### src/rtl/alu_pkg.sv
// Shared opcode and sequencer state encodings for the bit-serial ALU.
package alu_pkg;

    localparam logic [1:0] OP_PASS = 2'b00;
    localparam logic [1:0] OP_ADD  = 2'b01;
    localparam logic [1:0] OP_SUB  = 2'b10;
    localparam logic [1:0] OP_INC  = 2'b11;

    typedef enum logic [1:0] {
        IDLE  = 2'b00,
        SHIFT = 2'b01,
        DONE  = 2'b10
    } state_t;

endpackage

### src/rtl/serial_alu_slice.sv
// One-bit full adder slice; purely combinational, no latency, no flow control.
module serial_alu_slice (
    input  logic a,
    input  logic b_eff,
    input  logic cin,
    output logic sum,
    output logic cout
);

    assign sum  = a ^ b_eff ^ cin;
    assign cout = (a & b_eff) | (cin & (a ^ b_eff));

endmodule

### src/rtl/serial_alu_sequencer.sv
// Bit-serial WIDTH-bit ALU driving one slice LSB first; result valid WIDTH edges after accept.
// One operation in flight; result outputs held while res_ready_in is low.
module serial_alu_sequencer
    import alu_pkg::*;
#(
    parameter int WIDTH = 8
) (
    input  logic             clk_in,
    input  logic             rst_in,
    input  logic             req_valid_in,
    output logic             req_ready_out,
    input  logic [WIDTH-1:0] a_data_in,
    input  logic [WIDTH-1:0] b_data_in,
    input  logic [1:0]       op_in,
    output logic             res_valid_out,
    input  logic             res_ready_in,
    output logic [WIDTH-1:0] res_data_out,
    output logic             res_carry_out,
    output logic             res_zero_out,
    output logic             busy_out
);

    localparam int CNT_W = $clog2(WIDTH);

    state_t           state;
    logic [WIDTH-1:0] a_sh;
    logic [WIDTH-1:0] b_sh;
    logic [WIDTH-1:0] res_q;
    logic [WIDTH-1:0] res_next;
    logic [1:0]       op_q;
    logic             carry_q;
    logic [CNT_W-1:0] cnt;
    logic             b_eff;
    logic             sum;
    logic             cout;

    // SUB is A + ~B + 1; the +1 comes from the initial carry, as does INC's.
    always_comb begin
        b_eff = 1'b0;
        case (op_q)
            OP_ADD:  b_eff = b_sh[0];
            OP_SUB:  b_eff = ~b_sh[0];
            default: b_eff = 1'b0;
        endcase
    end

    serial_alu_slice u_slice (
        .a     (a_sh[0]),
        .b_eff (b_eff),
        .cin   (carry_q),
        .sum   (sum),
        .cout  (cout)
    );

    assign res_next      = {sum, res_q[WIDTH-1:1]};
    assign req_ready_out = (state == IDLE) && !rst_in;
    assign busy_out      = (state != IDLE);
    assign res_data_out  = res_q;

    always_ff @(posedge clk_in) begin
        if (rst_in) begin
            state         <= IDLE;
            a_sh          <= '0;
            b_sh          <= '0;
            res_q         <= '0;
            op_q          <= OP_PASS;
            carry_q       <= 1'b0;
            cnt           <= '0;
            res_valid_out <= 1'b0;
            res_carry_out <= 1'b0;
            res_zero_out  <= 1'b0;
        end else begin
            case (state)
                IDLE: begin
                    if (req_valid_in) begin
                        a_sh    <= a_data_in;
                        b_sh    <= b_data_in;
                        op_q    <= op_in;
                        res_q   <= '0;
                        cnt     <= '0;
                        carry_q <= (op_in == OP_SUB) || (op_in == OP_INC);
                        state   <= SHIFT;
                    end
                end
                SHIFT: begin
                    a_sh    <= a_sh >> 1;
                    b_sh    <= b_sh >> 1;
                    res_q   <= res_next;
                    carry_q <= (op_q == OP_PASS) ? 1'b0 : cout;
                    cnt     <= cnt + 1'b1;
                    if (cnt == CNT_W'(WIDTH - 1)) begin
                        state         <= DONE;
                        res_valid_out <= 1'b1;
                        res_carry_out <= cout;
                        res_zero_out  <= (res_next == '0);
                    end
                end
                DONE: begin
                    if (res_ready_in) begin
                        res_valid_out <= 1'b0;
                        state         <= IDLE;
                    end
                end
                default: state <= IDLE;
            endcase
        end
    end

endmodule

### config.mk
export PLATFORM = sky130hd
export DESIGN_NAME = serial_alu_sequencer
export DESIGN_NICKNAME = d
export VERILOG_FILES = /design/src/rtl/alu_pkg.sv /design/src/rtl/serial_alu_slice.sv /design/src/rtl/serial_alu_sequencer.sv
export SDC_FILE = /design/constraint.sdc
export NUM_CORES = 1
export LEC_CHECK = 0
export ABC_CLOCK_PERIOD_IN_PS = 3200
export BUFFER_PORTS_ARGS = -buffer_cell sky130_fd_sc_hd__buf_2
export CAP_MARGIN = 20
export CORE_UTILIZATION = 45
export CTS_BUF_LIST = sky130_fd_sc_hd__clkbuf_4 sky130_fd_sc_hd__clkbuf_8
export CTS_CLUSTER_SIZE = 24
export DETAILED_ROUTE_END_ITERATION = 10
export PLACE_DENSITY_LB_ADDON = 0.12
export SYNTH_ARGS = -nofsm -noshare
export SYNTH_HDL_FRONTEND = slang
export SYNTH_SLANG_ARGS = --single-unit
### constraint.sdc
create_clock -name clk_in -period 3.2 [get_ports clk_in]
set_input_delay 0.16 -clock clk_in [delete_from_list [all_inputs] [get_ports clk_in]]
set_output_delay 0.16 -clock clk_in [all_outputs]
set_load 0.01 [all_outputs]
# Yosys cells after proc, flatten, opt, wreduce, memory -nomap -nowiden
# Cells that the tools add are included.
dict set report op_classes {
  reduce_logical 14
  n_div 0
  bitwise_logic 6
  n_eq_ne 10
  addsub 1
  n_mul 0
  order_cmp 0
  shift 0
  mux 19
}
# operator count
set op_table {}
lappend op_table {{8-bit one-hot mux with 2 select lines} 3}
lappend op_table {{8-bit 2-to-1 mux} 3}
lappend op_table {{2-bit equality test, second input constant} 4}
lappend op_table {{8-bit zero test} 1}
lappend op_table {{2-bit 2-to-1 mux} 3}
lappend op_table {{2-bit != test, second input constant} 3}
lappend op_table {{1-bit one-hot mux with 2 select lines} 3}
lappend op_table {{2-bit one-hot mux with 3 select lines} 1}
lappend op_table {{3-bit one-hot mux with 2 select lines} 1}
lappend op_table {{2-bit AND reduction} 3}
lappend op_table {{3-bit AND reduction} 2}
lappend op_table {{2-bit nonzero test} 3}
lappend op_table {{2-bit by 1-bit equality test with 1-bit output, second input constant} 2}
lappend op_table {{2-bit zero test} 2}
lappend op_table {{1-bit 2-to-1 mux} 4}
lappend op_table {{3-bit by 1-bit adder with 3-bit output, second input constant} 1}
lappend op_table {{3-bit equality test, second input constant} 1}
lappend op_table {{3-bit 2-to-1 mux} 1}
lappend op_table {{1-bit AND} 2}
lappend op_table {{1-bit bitwise XOR} 2}
lappend op_table {{1-bit logical AND} 1}
lappend op_table {{1-bit zero test} 1}
lappend op_table {{1-bit logical OR} 1}
lappend op_table {{1-bit NOT} 1}
lappend op_table {{1-bit bitwise OR} 1}
dict set report word_totals {
  output_inout_bits 13
  register_bits 35
  romBits 0
  ram_bits 0
  elab_cells 60
  latch_bits 0
  input_bits 22
  mem_count 0
}

# Logic depth before layout (Yosys ltp)
# Gate-level depths: netlist of the first run.
dict set report logic_depth {
  word_depth 7
  ltp_mapped 7
  depth_no_buf 7
}

# Hierarchy
# From an unflattened synthesis of the first run, not the netlist that was laid out.
dict set report hier_totals {
  cells_unflattened 175
  area_unflattened_um2 1661.6
}
# mod seq_area_each_um2 cells_per_inst area_each_um2 n_inst
set by_module_without_submodules {}
lappend by_module_without_submodules {serial_alu_sequencer 700.7 174 1641.6 1}
lappend by_module_without_submodules {serial_alu_slice 0.0 1 20.0 1}

# Worst setup path after synthesis of the first run
# OpenSTA, ideal clock, no wires.
dict set report synth_path {
  path_kind {reg2reg}
  startpoint {register op_q[0]}
  endpoint {register res_q[7], in the netlist res_data_out[7]}
  t_arrival_ns 1.233
  slack_ns 1.896
  setup_ns 0.070
  path_stages_with_launch 6
  synth_period_minus_slack_ns 1.304
  required_time_ns 3.130
  path_cell_list {dfxtp_1 nor2_1 a21oi_1 fa_1 nand2b_1 a21oi_1}
}
dict set report synth_via {
  elab_chain_cells 5
}
# item line
set synth_lines {}
lappend synth_lines {{start: declaration} serial_alu_sequencer.sv:30} ;# logic [1:0] op_q;
lappend synth_lines {{start signal: assignment} serial_alu_sequencer.sv:78} ;# op_q <= op_in;
lappend synth_lines {{2-bit equality test / 2-bit by 1-bit equality test with 1-bit output (equally long branches)} serial_alu_sequencer.sv:40} ;# case (op_q)
lappend synth_lines {{1-bit one-hot mux with 2 select lines (*)} serial_alu_sequencer.sv:40}
lappend synth_lines {{1-bit bitwise XOR (*) (2 in a row)} serial_alu_slice.sv:10} ;# assign sum = a ^ b_eff ^ cin;
lappend synth_lines {{8-bit one-hot mux with 2 select lines (*)} serial_alu_sequencer.sv:73} ;# case (state)
lappend synth_lines {{end signal: assignment} serial_alu_sequencer.sv:88} ;# res_q <= res_next;
lappend synth_lines {{end: declaration} serial_alu_sequencer.sv:28} ;# logic [WIDTH-1:0] res_q;
# Every way passes the cells marked *; elsewhere a longest branch is shown, timed or not.
# A chain may end at the register's enable or synchronous reset.

# Worst setup path in the final report of the first run
dict set report layout_path {
  startpoint {register state[0]}
  endpoint {register res_carry_out}
}
dict set report layout_via {
  elab_chain_cells 2
}
# item line
set layout_lines {}
lappend layout_lines {{start: declaration} serial_alu_sequencer.sv:25} ;# state_t state;
lappend layout_lines {{start signal: assignment} serial_alu_sequencer.sv:62} ;# state <= IDLE;
lappend layout_lines {{start signal: assignment} serial_alu_sequencer.sv:82} ;# state <= SHIFT;
lappend layout_lines {{start signal: assignment} serial_alu_sequencer.sv:92} ;# state <= DONE;
lappend layout_lines {{2-bit by 1-bit equality test with 1-bit output} serial_alu_sequencer.sv:73}
lappend layout_lines {{2-bit AND reduction (no line)} --}
lappend layout_lines {{end signal: assignment} serial_alu_sequencer.sv:94} ;# res_carry_out <= cout;
lappend layout_lines {{end: declaration} serial_alu_sequencer.sv:18} ;# output logic res_carry_out,
# Every way passes these cells.

==> results of run 1 <==
## critical path: cells and delay by family (launching register included)
family | cells | cell delay, ns
flops | 1 | 0.60
buf+inv | 2 | 0.53
compound gates | 2 | 0.30
simple gates | 1 | 0.16
## power by group
part | total (mW) | leakage, nW | switching (mW) | internal [mW]
logic | 0.108 | 0.414 | 0.0588 | 0.0496
clock network | 0.226 | 0.0347 | 0.144 | 0.0817
registers | 0.474 | 0.287 | 0.0156 | 0.459
total | 0.809 | 0.736 | 0.219 | 0.590
## kinds of logic (layout without fill, tap and decap cells)
kind of cell / after synthesis / count (layout) / synth area share [%]
buf+inv: 17 / 47 / 7.39
mux: 16 / 16 / 10.2
simple gates: 61 / 61 / 18.5
flops: 35 / 35 / 44.5
fa+ha+maj: 3 / 3 / 2.86
compound gates: 40 / 40 / 16.6
## cell usage in the layout (no fill, tap or decap), types with 2 or more instances in the layout
cell type,count
o21ai_0,2
inv_1,3
clkinv_2,3
mux2i_1,16
nand3_1,10
nand3b_1,2
a22oi_1,2
dfxtp_1,35
a21oi_1,15
nor2_1,24
a211oi_1,14
ha_1,2
buf_2,34
clkbuf_4,5
nand2b_1,3
nor3_1,2
nand2_1,13
buf_4,2
## synthesized netlist by cell type (all sizes together) (2+ instances only)
master and instances:
dfxtp 35, nor2 24, a21oi 16, mux2i 16, a211oi 14, nand2 13
buf 11, nand3 10, clkbuf 3, inv 3, nand2b 3, a22oi 2
ha 2, nand3b 2, nor3 2, o21ai 2
## through the flow
stage               worst slack [ns]  hold WS (ns)  utilization (%)  cell area (um2)
floorplan                       1.90         0.296                -             1580
global placement                1.59         0.405             51.3             1710
detailed placement              1.55         0.413             51.3             1710
CTS                             1.51        0.0518             52.9             1770
global route                    1.37        0.0725             52.9             1770
finish                          1.52        0.0633             52.9             1770
## layout make-up
| type | count | area [um2] |
|---|---|---|
| fillers | 340 | 1570 |
| multi-input cells | 120 | 758 |
| repair buffers | 36 | 185 |
| inverters | 3 | 11.3 |
| well taps | 46 | 57.6 |
| clock buffers | 5 | 37.5 |
| flip-flops and latches | 35 | 701 |
| clock inverters | 3 | 15.0 |
## metal layers
layer  vias to the layer above  wire, um  GRT usage [%]  share of wire, %
met5                         -         0              0                 0
met4                         0        48           6.82               1.6
met3                         5       188           5.88               6.3
met2                        31      1320           27.8                45
met1                       589      1400           22.6                47
li1                        669         -              -                 -
## path summary, 6_finish.rpt
path | from | depth (start not counted) | end
worst max-delay path | state[0]$_SDFFE_PP0P_ | 5 | res_carry_out$_SDFFE_PP0P_
worst min-delay path | b_data_in[7] | 3 | b_sh[7]$_SDFFE_PP0P_
worst max register to register | state[0]$_SDFFE_PP0P_ | 5 | res_carry_out$_SDFFE_PP0P_
worst min register to register | cnt[2]$_SDFFE_PP0P_ | 2 | cnt[2]$_SDFFE_PP0P_
## sequential cells by signal, indices dropped and copies added (netlist names), 2 cells and up
name and flops:
a_sh 8, b_sh 8, res_data_out 8, cnt 3, op_q 2, state 2
==> run_results.csv, run 1 <==
group,metric,value,unit
finish,fin_cells,248,
yosys,ys.flop_type,"dfxtp_1",
grt,antenna_found_initial,0,
placement,gp_congestion,0.710,
route,vias,1294,
worst_setup_path,r2r_slack,1.52,ns
grt,grt_max_degree,39,
timing,min_period,1.68,ns
yosys,syn_area,1580,um2
yosys,synth-seq-cells,35,
worst_setup_path,cp_common_cell,"buf_4",
route,wl_per_cell,11.9,um
run_status,failed_checks,"DRC",
route,avgViaCountPerCell,5.22,
power,power_density,458,nW/um2
clock_tree,cts_buffers,5,
clock_tree,holdBufCountCts,0,
grt,grtUsageTotal,17.7,%
floorplan,core,3340,um2
clock_tree,cts_resized,0,
timing,timing.setup.tns,0,ns
grt,grt_pass1_wl,4750,um
yosys,synth_top_area_share,44.5,%
timing,fmax,595,MHz
clock_tree,cts.reportedPaths.clkPinSlew,0.11,ns
clock_tree,cts_sinks,35,
yosys,synth_nets,197,
yosys,async_reset_ff_share,0,%
timing,setup_violations,0,
flow_run,maxCapViolCount,0,
worst_setup_path,crit_required,3.46,ns
yosys,synth_edf_count,0,
route,dr.pass1.iters,7,
floorplan,io_pins,35,
grt,grt_pass1_vias,1098,
timing,worstMarginPinSlew,0.660,ns
grt,grt.overflow.total,0,
route,drtIter0Drc,58,
worst_setup_path,start_kind,"flop",
timing,rsz0062_at_grt,"no",
yosys,ys_types,34,
timing,hold_viol,0,
worst_setup_path,path_cells,"buf_4 -> nor2b_1 -> buf_4 -> a21oi_1 -> a311oi_1",
yosys,syn_avg_cell_area,9.16,um2
yosys,synthCells,172,
clock_tree,post_cts_buffers,0,
worst_setup_path,cpPeakStageDelay,0.60,ns
power,finalPower,0.809,mW
worst_setup_path,endpoint_kind,"flop",
floorplan,fp-row-count,21,
worst_setup_path,cp_slowest_cell,"dfxtp_1",
yosys,synthTopCellsByArea,"dfxtp_1, mux2i_1, a211oi_1",
finish,diodes,0,
worst_setup_path,crit_arrival,1.94,ns
timing,fin_crit_sh,52.5,%
route,ant_nets,0,
clock_tree,htree_num_levels,2,
floorplan,fp.dieArea,3740,um2
power,p_leak,0.736,nW
yosys,synth.largest_area_cell,"dfxtp_1",
finish,finalNetCount,226,
placement,io_buffer_count,34,
route,drc,2,
clock_tree,cts_tree,"built",
finish,drive_gt1_share,24.3,%
floorplan,initial_core_util,47.2,%
timing,fin_skew,0.0127,ns
worst_setup_path,worst-setup-path-type,"reg -> reg",
worst_setup_path,critPathMaxFanout,17,
clock_tree,cts_max_path_buffers,2,
timing,slew_headroom,56.0,%
hold_path,min_path_type,"in -> reg",
placement,dp_hpwl,2010,um
yosys,ys_seq_area_share,44.5,%
finish,syn2layout_area_growth,12.1,%
timing,slew_viol_final,0,
placement,dp_cells,240,
run_status,status,"complete, but fails checks",
floorplan,die_h,61.2,um
power,ir_drop,0.326,mV
floorplan,fp.dieW,61.2,um
route,wl,2960,um
clock_tree,insertion_delay,0.34,ns
yosys,synth_warnings,0,
clock_tree,cts_root_buffer,"clkbuf_4",
Note: power is estimated with default switching activity, not from simulation.
==> run 2, diff against run 1 <==
- ABC_AREA: unset -> 1
- ABC_CLOCK_PERIOD_IN_PS: 3200 -> 1380
- clock period: 3.2 -> 1.38 ns (I/O delays scaled with it)
==> run 2 against run 1 <==
Effect of this change:
- the flow finishes with violations (setup timing)
- count of clock-buffer cells in the layout up 1
- global-route usage is 1.4 points higher
- power is 140% higher
- die area rose by 1.5%
- first-iteration DRC count rose by 33%
- register-to-register slack got worse by 1.6 ns
- critical path depth up 3
- synthesized cell count increased by 39%
- clock skew fell by 0.0087 ns
- combinational power rose to 3.4 times the previous value
- critical path type unchanged
- critical endpoint is now res_zero_out$_SDFFE_PP0P_
==> run_results.csv, run 2 <==
group,metric,value,unit
floorplan,io_pins,35,
yosys,synth-seq-cells,35,
timing,setup_violations,2,
finish,mostFrequentLayoutCell,"nand2_1",
timing,min_period,1.47,ns
finish,fin_cells,326,
route,vias,1489,
grt,antenna_found_initial,0,
placement,io_buffer_count,34,
worst_setup_path,path_buf_inv,2,
power,power_density,1030,nW/um2
power,p_leak,0.942,nW
worst_setup_path,start_kind,"flop",
yosys,synth_edf_count,0,
yosys,ys_types,21,
yosys,ys_seq_area_share,43.8,%
finish,syn2layout_area_growth,20.7,%
clock_tree,cts_buffers,5,
grt,grt_max_degree,32,
yosys,syn_avg_cell_area,6.69,um2
clock_tree,insertion_delay,0.34,ns
finish,multi_input_area,751,um2
worst_setup_path,worst-setup-path-type,"reg -> reg",
floorplan,fp.dieW,61.6,um
clock_tree,cts_root_buffer,"clkbuf_4",
route,wl,3300,um
timing,slew_viol_final,0,
finish,register_area,703,um2
finish,num-fill-cells,365,
finish,drive_gt1_share,22.5,%
floorplan,fp-row-count,21,
timing,slew_headroom,81.7,%
placement,dp_cells,316,
power,finalPower,1.98,mW
worst_setup_path,critPathMaxFanout,2,
clock_tree,cts_sinks,35,
finish,diodes,0,
timing,fin_crit_sh,107,%
yosys,synth_nets,264,
placement,gp_congestion,0.734,
placement,pre_cts_ws,-0.119,ns
yosys,ys.flop_type,"dfxtp_1",
worst_setup_path,cpPeakStageDelay,0.50,ns
yosys,async_reset_ff_share,0,%
placement,dp_hpwl,2190,um
worst_setup_path,endpoint_kind,"flop",
worst_setup_path,cp_common_cell,"inv_2",
worst_setup_path,cp_slowest_cell,"fa_1",
worst_setup_path,path_cells,"inv_2 -> o21ai_1 -> nand2_1 -> fa_1 -> inv_2 -> nor2_2 -> nand4_1 -> a21oi_1",
floorplan,fp.dieArea,3800,um2
route,dr.pass1.iters,2,
yosys,synth_warnings,0,
run_status,failed_checks,"setup timing",
route,ant_nets,0,
worst_setup_path,crit_arrival,1.75,ns
yosys,synth.largest_area_cell,"dfxtp_1",
grt,grtUsageTotal,19.1,%
placement,postPlaceCellArea,1830,um2
floorplan,core,3360,um2
route,avgViaCountPerCell,4.57,
run_status,status,"complete, but fails checks",
floorplan,initial_core_util,47.5,%
route,drtIter0Drc,77,
clock_tree,htree_num_levels,2,
finish,final_area,1930,um2
route,wl_per_cell,10.1,um
timing,worstMarginPinSlew,0.274,ns
floorplan,die_h,61.6,um
power,ir_drop,0.693,mV
flow_run,maxCapViolCount,0,
grt,grt_pass1_wl,5160,um
timing,fin_skew,0.00404,ns
timing,fmax,679,MHz
finish,finalNetCount,306,
finish,final_cell_mix,"nand2_1, nor2_1, buf_2, dfxtp_1, inv_1",
grt,grt.overflow.total,0,
yosys,yosysMostFrequentCell,"nand2_1",
clock_tree,cts.reportedPaths.clkPinSlew,0.10,ns
grt,grt_pass1_vias,1205,
timing,hold_viol,0,
yosys,synthTopCellsByArea,"dfxtp_1, nand2_1, nor2_1",
yosys,synth_top_area_share,43.8,%
yosys,syn_area,1600,um2
timing,fin_ws,-0.0932,ns
route,drc,0,
yosys,synth_common_cells,"nand2_1, nor2_1, dfxtp_1",
clock_tree,cts_max_path_buffers,2,
yosys,synthCells,239,
worst_setup_path,crit_family,"adder cells",
timing,rsz0062_at_grt,"yes",
clock_tree,cts_tree,"built",
worst_setup_path,crit_required,1.66,ns
hold_path,min_path_type,"in -> reg",
run 2: cell count changes in the layout (fill, tap and decap cells not counted), sizes merged, moves of 6 or more:
cell	before	now
nand2	13	82
inv	3	26
mux2i	16	0
nor2	24	40
o21ai	2	17
a211oi	14	0
buf	36	42
nand3	10	4
run 2: what timing repair did:
action                     in CTS  in global routing
hold buffers                    3                  0
pin swaps                       0                  2
buffers inserted                0                  1
hold endpoints to repair        3                  0
resized for setup               5                  6
setup endpoints to repair       2                  4
run 2: worst paths after layout:
kind	startpoint	to	slack (ns)	cells after the start
min	op_in[0]	op_q[0]$_SDFFE_PP0P_	0.02	3
min reg2reg	res_valid_out$_SDFFE_PP0P_	res_valid_out$_SDFFE_PP0P_	0.47	2
max reg2reg	b_sh[0]$_SDFFE_PP0P_	res_zero_out$_SDFFE_PP0P_	-0.09	8
max	b_sh[0]$_SDFFE_PP0P_	res_zero_out$_SDFFE_PP0P_	-0.09	8
run 2: metrics by stage:
| stage | utilization (%) | setup TNS [ns] | hold WS [ns] |
|---|---|---|---|
| after global routing | 57.4 | -0.341 | 0.0237 |
| after CTS | 56.7 | -0.0885 | 0.0129 |
| after detailed placement | 54.4 | -0.124 | 0.325 |
| after floorplan | - | 0 | 0.212 |
| after global placement | 54.4 | -0.0656 | 0.325 |
| final | 57.4 | -0.179 | 0.0167 |
run 2: worst min-delay path, stage by stage:
cell,delay [ns]
buf_2,0.08
o21ai_0,0.07
a21oi_1,0.10
run 2: power by group:
part	switching, mW	total [mW]	internal, mW
sequential	0.0255	1.09	1.07
combinational	0.215	0.369	0.154
clock	0.318	0.519	0.201
run 2: cell families after synthesis:
logic type      synth area share [%]
simple gates                    31.7
compound gates                  11.5
flops                           43.8
fa+ha+maj                       2.82
buf+inv                         10.2
run 2: layout make-up:
cell class	count	area share (%)
clock buffer	6	2.33
inverter	27	5.25
multi-input combinational	167	38.9
sequential	35	36.4
tap	46	2.98
timing repair buffer	45	14.1
run 2: routing by layer:
metal	part of all wire [%]	wire (um)	up-vias	global-route usage, %
li1	-	-	817	-
met1	49	1630	642	24.7
met2	45	1470	24	29.3
met3	4.2	137	6	6.30
met4	1.7	57	0	7.62
met5	0	0	-	0
==> run 3, diff against run 2 <==
- SLEW_MARGIN: unset -> 25
- TNS_END_PERCENT: unset -> 30
==> run 3 against run 2 <==
Effect of this change:
- the flow still finishes with violations (setup timing)
- cell count decreased by 0.31%
- flip-flop and latch count unchanged
- maximum frequency increased by 0.45%
- clock skew increased by 0.0026 ns
- clock power decreased by 0.8%
- via count decreased by 0.47%
- sequential power about the same
- setup slack improved by 0.0066 ns
- largest power group unchanged
==> run_results.csv, run 3 (synthesized netlist as in run 2, its figures left out) <==
group,metric,value,unit
power,finalPower,1.96,mW
clock_tree,cts_max_path_buffers,2,
worst_setup_path,critPathMaxFanout,2,
clock_tree,htree_num_levels,2,
placement,gp_congestion,0.734,
timing,fin_skew,0.00669,ns
route,avgViaCountPerCell,4.56,
power,combinationalPowerShare,18.1,%
floorplan,fp-row-count,21,
power,ir_drop,0.693,mV
worst_setup_path,crit_family,"adder cells",
clock_tree,insertion_delay,0.34,ns
timing,worstMarginPinSlew,0.273,ns
finish,final_cell_mix,"nand2_1, nor2_1, buf_2, dfxtp_1, inv_1",
finish,num-fill-cells,365,
timing,worst_hold_slack,0.0198,ns
floorplan,fp.dieArea,3800,um2
grt,grt_max_degree,32,
worst_setup_path,crit_required,1.66,ns
power,switching_share,28.0,%
power,power_frac_seq,55.7,%
grt,grt_pass1_wl,5160,um
timing,slew_viol_final,0,
route,drtIter0Drc,79,
route,drc,0,
power,power_switching,0.550,mW
grt,antenna_found_initial,0,
power,p_int,1.41,mW
worst_setup_path,crit_arrival,1.74,ns
route,dr.pass1.iters,4,
floorplan,initial_core_util,47.5,%
route,ant_nets,0,
timing,min_period,1.47,ns
timing,slew_headroom,81.8,%
clock_tree,cts_tree,"built",
finish,syn2layout_area_growth,20.1,%
worst_setup_path,path_cells,"inv_2 -> o21ai_1 -> nand2_1 -> fa_1 -> inv_2 -> nor2_2 -> nand4_1 -> a21oi_1",
clock_tree,cts_buffers,5,
floorplan,core,3360,um2
run_status,status,"complete, but fails checks",
floorplan,fp.dieW,61.6,um
power,power_density,1020,nW/um2
grt,grt.overflow.total,0,
clock_tree,cts.reportedPaths.clkPinSlew,0.10,ns
worst_setup_path,cpPeakStageDelay,0.50,ns
power,p_leak,0.936,nW
worst_setup_path,path_buf_inv,2,
worst_setup_path,start_kind,"flop",
clock_tree,cts_root_buffer,"clkbuf_4",
grt,grtUsageTotal,19.1,%
floorplan,die_h,61.6,um
placement,dp_hpwl,2190,um
power,pwr-share-clk,26.2,%
finish,drive_gt1_share,21.9,%
hold_path,min_path_type,"in -> reg",
floorplan,io_pins,35,
worst_setup_path,worst-setup-path-type,"reg -> reg",
timing,hold_viol,0,
worst_setup_path,cp_common_cell,"inv_2",
route,wl,3270,um
timing,fin_crit_sh,106,%
finish,finalNetCount,305,
worst_setup_path,cp_slowest_cell,"fa_1",
route,vias,1482,
worst_setup_path,endpoint_kind,"flop",
clock_tree,cts_sinks,35,
route,wl_per_cell,10.0,um
finish,diodes,0,
timing,fin_ws,-0.0866,ns
timing,fmax,682,MHz
grt,grt_pass1_vias,1205,
run_status,failed_checks,"setup timing",
finish,mostFrequentLayoutCell,"nand2_1",
placement,io_buffer_count,34,
flow_run,maxCapViolCount,0,
timing,rsz0062_at_grt,"yes",
timing,setup_violations,1,
worst_setup_path,r2r_slack,-0.09,ns
run 3: power groups by stage:
stage | Sequential (mW) | Clock (mW) | Combinational, mW
2_1_floorplan | 1.11 | 0 | 0.244
3_3_place_gp | 1.11 | 0 | 0.340
3_5_place_dp | 1.11 | 0 | 0.341
4_1_cts | 1.09 | 0.531 | 0.354
5_1_grt | 1.10 | 0.582 | 0.411
6_report | 1.09 | 0.515 | 0.355
run 3: final timing paths:
check / startpoint / endpoint / depth (start not counted)
worst max-delay path: b_sh[0]$_SDFFE_PP0P_ / res_zero_out$_SDFFE_PP0P_ / 8
worst min-delay path: op_in[0] / op_q[0]$_SDFFE_PP0P_ / 3
worst max register to register: b_sh[0]$_SDFFE_PP0P_ / res_zero_out$_SDFFE_PP0P_ / 8
worst min register to register: res_valid_out$_SDFFE_PP0P_ / res_valid_out$_SDFFE_PP0P_ / 2
run 3: cell type report:
class	count	area, um2	area share (%)
clock buffers	6	45.0	2.35
repair buffers	44	265	13.8
inverters	27	101	5.28
multi-input cells	167	748	39.0
flip-flops and latches	35	703	36.6
well taps	46	57.6	3.00
run 3: per-stage QoR:
| stage | utilization [%] | cells | cell area [um2] | setup TNS [ns] | setup WS [ns] |
|---|---|---|---|---|---|
| 6_report | 57.1 | 325 | 1920 | -0.0866 | -0.0866 |
| 5_1_grt | 57.1 | 325 | 1920 | -0.260 | -0.172 |
| 4_1_cts | 56.7 | 325 | 1910 | -0.0885 | -0.0885 |
| 3_5_place_dp | 54.4 | 316 | 1830 | -0.124 | -0.119 |
| 3_3_place_gp | 54.4 | 316 | 1830 | -0.0656 | -0.0656 |
| 2_1_floorplan | - | 239 | 1600 | 0 | 0.00389 |
run 3: timing repair:
item | 4_1_cts | 5_1_grt
pin swaps | 0 | 2
buffers inserted | 0 | 0
gates resized for setup | 5 | 5
cloned | 0 | 0
setup endpoints to repair | 2 | 4
endpoints found under the hold margin | 3 | 0
hold buffers | 3 | 0
run 3: layer usage:
metal	GRT usage, %	vias up	wire length [um]
met4	7.62	0	57
met3	6.30	6	130
met5	0	-	0
met1	24.7	637	1600
li1	-	815	-
met2	29.3	24	1480
run 3: worst min-delay path, delay by kind of cell:
family	cells	cell delay (ns)
buffers and inverters	1	0.08
AO/OA/AOI/OAI	2	0.18
